## src/rtl/axis_uart_cfg_master.sv

```systemverilog
// AXI-Stream initiator for the UART dynamic-configuration channel.
// On a validated apply it sends a soft-reset word held for RESET_HOLD cycles,
// waits GAP_CYCLES idle cycles, and then offers the config word until the core
// accepts it or TIMEOUT_CYCLES stalled cycles pass.
module axis_uart_cfg_master #(
  parameter int RESET_HOLD     = 4,
  parameter int GAP_CYCLES     = 2,
  parameter int TIMEOUT_CYCLES = 1024,
  parameter int MIN_PRESCALER  = 16
) (
  input  logic        aclk,
  input  logic        areset,
  input  logic        apply,
  input  logic [15:0] cfg_prescaler,
  input  logic [2:0]  cfg_parity,
  input  logic [3:0]  cfg_byte_size,
  input  logic        cfg_stop_bits,
  input  logic        cfg_rx_en,
  input  logic        cfg_tx_en,
  output logic [26:0] m_axis_config_tdata,
  output logic        m_axis_config_tvalid,
  input  logic        m_axis_config_tready,
  output logic        busy,
  output logic        done,
  output logic        err_invalid,
  output logic        err_timeout
);

  typedef enum logic [2:0] {
    S_IDLE,
    S_RST,
    S_GAP,
    S_CFG,
    S_DONE
  } state_t;

  // Terminal counts; the GAP value is unused when GAP_CYCLES is 0 because
  // RST then hands over straight to CFG.
  localparam logic [7:0]  HOLD_LAST = 8'(RESET_HOLD - 1);
  localparam logic [7:0]  GAP_LAST  = 8'(GAP_CYCLES - 1);
  localparam logic [15:0] TMO_LAST  = 16'(TIMEOUT_CYCLES - 1);
  localparam logic [15:0] MIN_PS    = 16'(MIN_PRESCALER);

  state_t      state_q, state_d;
  logic [7:0]  cnt_q, cnt_d;
  logic [15:0] tmo_q, tmo_d;
  logic [25:0] shadow_q, shadow_d;
  logic        rst_bit_q, rst_bit_d;
  logic        err_invalid_q, err_invalid_d;
  logic        err_timeout_q, err_timeout_d;

  logic [25:0] cfg_word;
  logic        cfg_bad;

  assign cfg_word = {cfg_tx_en, cfg_rx_en, cfg_stop_bits, cfg_byte_size,
                     cfg_parity, cfg_prescaler};
  assign cfg_bad  = (cfg_parity > 3'd4) || (cfg_prescaler < MIN_PS);

  // The word is always built from the shadow; bit 26 tracks which phase we are in
  // and stays set through GAP so the data bus does not move between words.
  assign m_axis_config_tdata  = {rst_bit_q, shadow_q};
  assign m_axis_config_tvalid = (state_q == S_RST) || (state_q == S_CFG);
  assign busy                 = (state_q == S_RST) || (state_q == S_GAP) ||
                                (state_q == S_CFG);
  assign done                 = (state_q == S_DONE);
  assign err_invalid          = err_invalid_q;
  assign err_timeout          = err_timeout_q;

  // Next-state, counter and flag logic for the reset/gap/config sequence.
  always_comb begin
    state_d       = state_q;
    cnt_d         = cnt_q;
    tmo_d         = tmo_q;
    shadow_d      = shadow_q;
    rst_bit_d     = rst_bit_q;
    err_invalid_d = err_invalid_q;
    err_timeout_d = err_timeout_q;

    case (state_q)
      S_IDLE: begin
        if (apply) begin
          shadow_d = cfg_word;
          if (cfg_bad) begin
            err_invalid_d = 1'b1;
          end else begin
            err_invalid_d = 1'b0;
            err_timeout_d = 1'b0;
            rst_bit_d     = 1'b1;
            cnt_d         = 8'd0;
            state_d       = S_RST;
          end
        end
      end

      S_RST: begin
        // tready is deliberately ignored: the core resets itself from
        // tvalid & tdata[26] without handshaking.
        if (cnt_q == HOLD_LAST) begin
          cnt_d = 8'd0;
          if (GAP_CYCLES == 0) begin
            rst_bit_d = 1'b0;
            tmo_d     = 16'd0;
            state_d   = S_CFG;
          end else begin
            state_d = S_GAP;
          end
        end else begin
          cnt_d = cnt_q + 8'd1;
        end
      end

      S_GAP: begin
        if (cnt_q == GAP_LAST) begin
          cnt_d     = 8'd0;
          rst_bit_d = 1'b0;
          tmo_d     = 16'd0;
          state_d   = S_CFG;
        end else begin
          cnt_d = cnt_q + 8'd1;
        end
      end

      S_CFG: begin
        // A transfer wins over a timeout landing on the same cycle.
        if (m_axis_config_tready) begin
          state_d = S_DONE;
        end else begin
          tmo_d = tmo_q + 16'd1;
          if (tmo_q == TMO_LAST) begin
            err_timeout_d = 1'b1;
            state_d       = S_IDLE;
          end
        end
      end

      S_DONE: begin
        state_d = S_IDLE;
      end

      default: begin
        state_d = S_IDLE;
      end
    endcase
  end

  // State and datapath registers with synchronous reset.
  always_ff @(posedge aclk) begin
    if (areset) begin
      state_q       <= S_IDLE;
      cnt_q         <= 8'd0;
      tmo_q         <= 16'd0;
      shadow_q      <= 26'd0;
      rst_bit_q     <= 1'b0;
      err_invalid_q <= 1'b0;
      err_timeout_q <= 1'b0;
    end else begin
      state_q       <= state_d;
      cnt_q         <= cnt_d;
      tmo_q         <= tmo_d;
      shadow_q      <= shadow_d;
      rst_bit_q     <= rst_bit_d;
      err_invalid_q <= err_invalid_d;
      err_timeout_q <= err_timeout_d;
    end
  end

endmodule
```

## config.mk

```make
export PLATFORM = sky130hd
export DESIGN_NAME = axis_uart_cfg_master
export DESIGN_NICKNAME = d
export VERILOG_FILES = /design/src/rtl/axis_uart_cfg_master.sv
export SDC_FILE = /design/constraint.sdc
export NUM_CORES = 1
export LEC_CHECK = 0
export CAP_MARGIN = 20
export CORE_UTILIZATION = 52
export CTS_CLUSTER_DIAMETER = 40
export DETAILED_ROUTE_END_ITERATION = 8
export PLACE_DENSITY = 0.86
export SYNTH_ARGS = -nofsm -noshare
export SYNTH_HDL_FRONTEND = slang
export SYNTH_SLANG_ARGS = --single-unit
```

## constraint.sdc

```tcl
create_clock -name aclk -period 4.1 [get_ports aclk]
set_clock_uncertainty 0.2 [all_clocks]
set_input_delay 1.025 -clock aclk [delete_from_list [all_inputs] [get_ports aclk]]
set_output_delay 1.025 -clock aclk [all_outputs]
set_load 0.01 [all_outputs]
```

After elaboration in Yosys (flattened, before gate mapping)
Cells that the tools add are included.
{"block": "totals", "ff_bits": 56, "input_bits": 30, "output_inout_bits": 32, "wordCells": 65}
{"block": "classes", "n_addsub": 2, "order_cmp": 2, "n_eq_ne": 14, "n_mux": 25, "reduce_logical": 15}
{"operator": "$mux 16", "n": 2}
{"operator": "$mux 8", "n": 4}
{"operator": "$pmux 16 s2", "n": 1}
{"operator": "$pmux 8 s3", "n": 1}
{"operator": "$mux 3", "n": 6}
{"operator": "$add 16x1->16 const B", "n": 1}
{"operator": "$eq 16x10->1 const B", "n": 1}
{"operator": "$lt 16x5->1 const B", "n": 1}
{"operator": "$pmux 3 s4", "n": 1}
{"operator": "$reduce_and 5->1", "n": 2}
{"operator": "$add 8x1->8 const B", "n": 1}
{"operator": "$eq 8x1->1 const B", "n": 1}
{"operator": "$eq 8x2->1 const B", "n": 1}
{"operator": "$mux 1", "n": 8}
{"operator": "$eq 3x2->1 const B", "n": 2}
{"operator": "$ne 2x1->1 const B", "n": 3}
{"operator": "$ne 2x2->1 const B", "n": 3}
{"operator": "$reduce_and 3->1", "n": 2}
{"operator": "$reduce_bool 2->1", "n": 3}
{"operator": "$logic_or 1x1->1", "n": 4}
{"operator": "$pmux 1 s2", "n": 2}
{"operator": "$reduce_and 4->1", "n": 1}
{"operator": "$eq 3x1->1 const B", "n": 1}
{"operator": "$eq 3x3->1 const B", "n": 1}
{"operator": "5 further kinds", "n": 5}

Depth between registers and ports, before layout
{"block": "depth", "depth_word": 5, "ltp_mapped": 7, "ltp_nobuf": 6}

Worst setup path before layout
OpenSTA, ideal clock, no wires.
{"block": "synth_timing", "kind": "input to register", "startpoint": "input apply", "endpoint": "register cnt_q[5]", "setup_ps": 70, "arrival_time_ps": 2256, "t_required_ps": 3830, "slack_ps": 1574, "path_stages": 5, "n_path_buf": 0, "cell_sequence": "or4b_4 -> nor2_4 -> a21oi_2 -> or4_1 -> a21oi_1"}
{"block": "synth_between", "elab_chain_cells": 2}
{"item": "start, declared", "line_no": "13", "rtl": "input logic apply,"}
{"item": "$ne 2x2->1 (no line)"}
{"item": "$reduce_and 3->1 (no line)"}
{"item": "end signal, assigned", "line_no": "158", "rtl": "cnt_q <= cnt_d;"}
{"item": "end, declared", "line_no": "45", "rtl": "logic [7:0] cnt_q, cnt_d;"}
Every way passes these cells.
A chain may end at the register's enable or synchronous reset.

Worst setup path in the final report
Same ends and word-level chain as after synthesis.

==> flow_summary.toml <==
[final_layout]
final_cell_mix = "nand2_1 (63), clkdlybuf4s50_1 (61), dfxtp_1 (56), a21oi_1 (36), nor2_1 (28)"
final_area_mm2 = 0.00321
final_nets = 389
fill_cells = 365
fin_util_pct = 71.7
final_common_cell = "nand2_1"
stdcell_count = 409
drive_above_1_share_pct = 4.76
area_growth_pct = 29.2
antennaDiodeCount = 0

[sta]
final_max_slew_viol_count = 0
tightest_slew_ps = 633
setup_tns_ps = 0
fin_crit_sh_pct = 73.6
relSlewSlack_pct = 57.8
rsz0062_at_grt = "false"
finalSetupViolations = 0
fmax_ghz = 0.331
hold_viol = 0
min_period_ps = 3020

[worst_setup_path]
start_kind = "primary input"
regToRegStartpoint = "cnt_q[2]"
end_kind = "register"
path_class = "primary input to register"
worst_ep_required_time_ps = 4140
max_stage_delay_ps = 660
path_cells = "clkdlybuf4s50_1 -> or4b_4 -> nor2_4 -> a21oi_2 -> or4_1 -> a21oi_1"
r2r_slack_ps = 1690
crit_family = "simple AND/OR/NAND/NOR gates"
crit_buf_inv = 1
critPathArrivalTime_ps = 3060
cp_slowest_cell = "or4b_4"
cp-startpoint = "apply"
cp_max_fo = 29

[power_and_ir_drop]
p_leak_uw = 0.00111
power_density_mw_per_mm2 = 334
finalPower_uw = 1070
ir_drop_uv = 218

[floorplan]
ios = 62
row_count = 24
die_y_um = 71.1
die_area_mm2 = 0.00505
start_util_pct = 55.5
core_area_mm2 = 0.00447
die_width_um = 71.1

[clocking]
cts-root-buf = "clkbuf_8"
numCtsBuffers = 5
cts.sinks = 56
cts_setup_buffers = 0
cts_tree = "yes"
ctsResizeCount = 0
clock_path_buffers = 2
clk_pin_slew_ps = 90
holdBufCountCts = 0
clk_latency_ps = 300
h-tree-depth = 2

[drt]
wl_met3_um = 311
num_vias = 2295
vias_per_cell = 5.61
met1Wirelength_um = 2450
post-route-drc-count = 8
drt-initial-drc-count = 163
drtAntennaViolNets = 0
drtPass1Iterations = 6
routed_wl_um = 5770
top_layer_used = "met4"
wl_per_cell_um = 14.1
wl_met2_um = 2930

[global_routing]
overflow = 0
grt_pass1_wl_um = 9630
antenna_found_initial = 0
grt_pass1_vias = 2109
grt_use_total_pct = 23.8
grt_max_degree = 37

[logic_synthesis]
yosysWarnings = 0
synth_nets = 336
syn-instance-count = 303
syn_area_mm2 = 0.00248
synth.top_cell.area_share_pct = 45.2
synth-seq-cells = 56
netlist-cell-type-count = 44
synth-edff-count = 0
async_reset_ff_share_pct = 0
synth_seq_area_share_pct = 45.2
syn_area_per_cell_um2 = 8.19
ys_top_cells_by_area = "dfxtp_1 (45%), nand2_1 (9.5%), a21oi_1 (7.3%)"
synth_top_flop_cell = "dfxtp_1"
synth_top_area_cell = "dfxtp_1"

[min_path]
hold_class = "register to register"
hp-start = "shadow_q[19]"

[job]
max_cap_violations = 0

[outcome]
outcome = "complete, but fails checks"
violations = "DRC"

[placement]
hpwl_um = 4060
gp_congestion = 0.866
io_buffer_count = 61
dp.cells = 401
placedInstanceArea_mm2 = 0.00310
## worst paths after layout
kind / endpoint / depth (start not counted)
worst max register to register: tmo_q[13] / 5
worst min-delay path: shadow_q[19] / 2
worst max-delay path: cnt_q[5] / 6
worst min register to register: shadow_q[19] / 2
## through the flow
| step | hold slack [ps] | setup WS [ps] |
|---|---|---|
| detailed placement | 246 | 774 |
| floorplan | 237 | 1570 |
| CTS | 259 | 1080 |
| global placement | 241 | 808 |
| global route | 276 | 955 |
| finish | 256 | 1080 |
## Yosys cell counts (2+ instances only)
cell / number
a21oi_1: 36
a22oi_1: 2
and3_1: 3
and4_1: 3
buf_2: 2
buf_4: 2
clkbuf_1: 11
dfxtp_1: 56
ha_1: 3
inv_1: 6
nand2_1: 63
nand2b_1: 4
nand3_1: 10
nand4_1: 2
nor2_1: 28
nor3_1: 4
nor3b_1: 2
nor4_1: 13
nor4b_1: 3
o21a_1: 2
o21ai_0: 7
or3_1: 4
xnor2_1: 14
xor2_1: 3
## logic make-up after synthesis
kind of cell,count (synthesis),synth area share [%]
AND/OR/NAND/NOR,149,30.4
flip-flops,56,45.2
AO/OA/AOI/OAI,55,12.8
buffers and inverters,23,4.18
XOR/XNOR,17,6.00
adder cells (fa/ha/maj),3,1.51
## final cells by class
class	instances	area (um^2)	share of cell area, %
clock buffer	6	72.6	2.26
clock inverter	2	35.0	1.09
inverter	6	22.5	0.702
multi-input combinational	224	1270	39.5
sequential	56	1120	34.9
tap	52	65.1	2.03
timing repair buffer	63	626	19.5
## power by group
part	switching (uW)	total, uW	internal [uW]
Combinational	71.8	149	77.6
Sequential	12.4	575	563
Clock	165	347	181
Total	249	1070	822
## flip-flops by register name (all words and copies together) (netlist names)
register / flops
state_q: 3
err_invalid: 1
shadow_q: 26
tmo_q: 16
rst_bit_q: 1
cnt_q: 8
err_timeout: 1
## layer usage
metal | vias up | track usage, %
met4 | 0 | 7.33
li1 | 1145 | -
met3 | 8 | 4.70
met5 | - | 0
met2 | 65 | 42.3
met1 | 1077 | 29.2
## tightest hold or removal path: stages, from the launching register on
cell	delay, ps
dfxtp_1	320
nand2_1	50
a21oi_1	50
(Power assumes the default switching activity.)
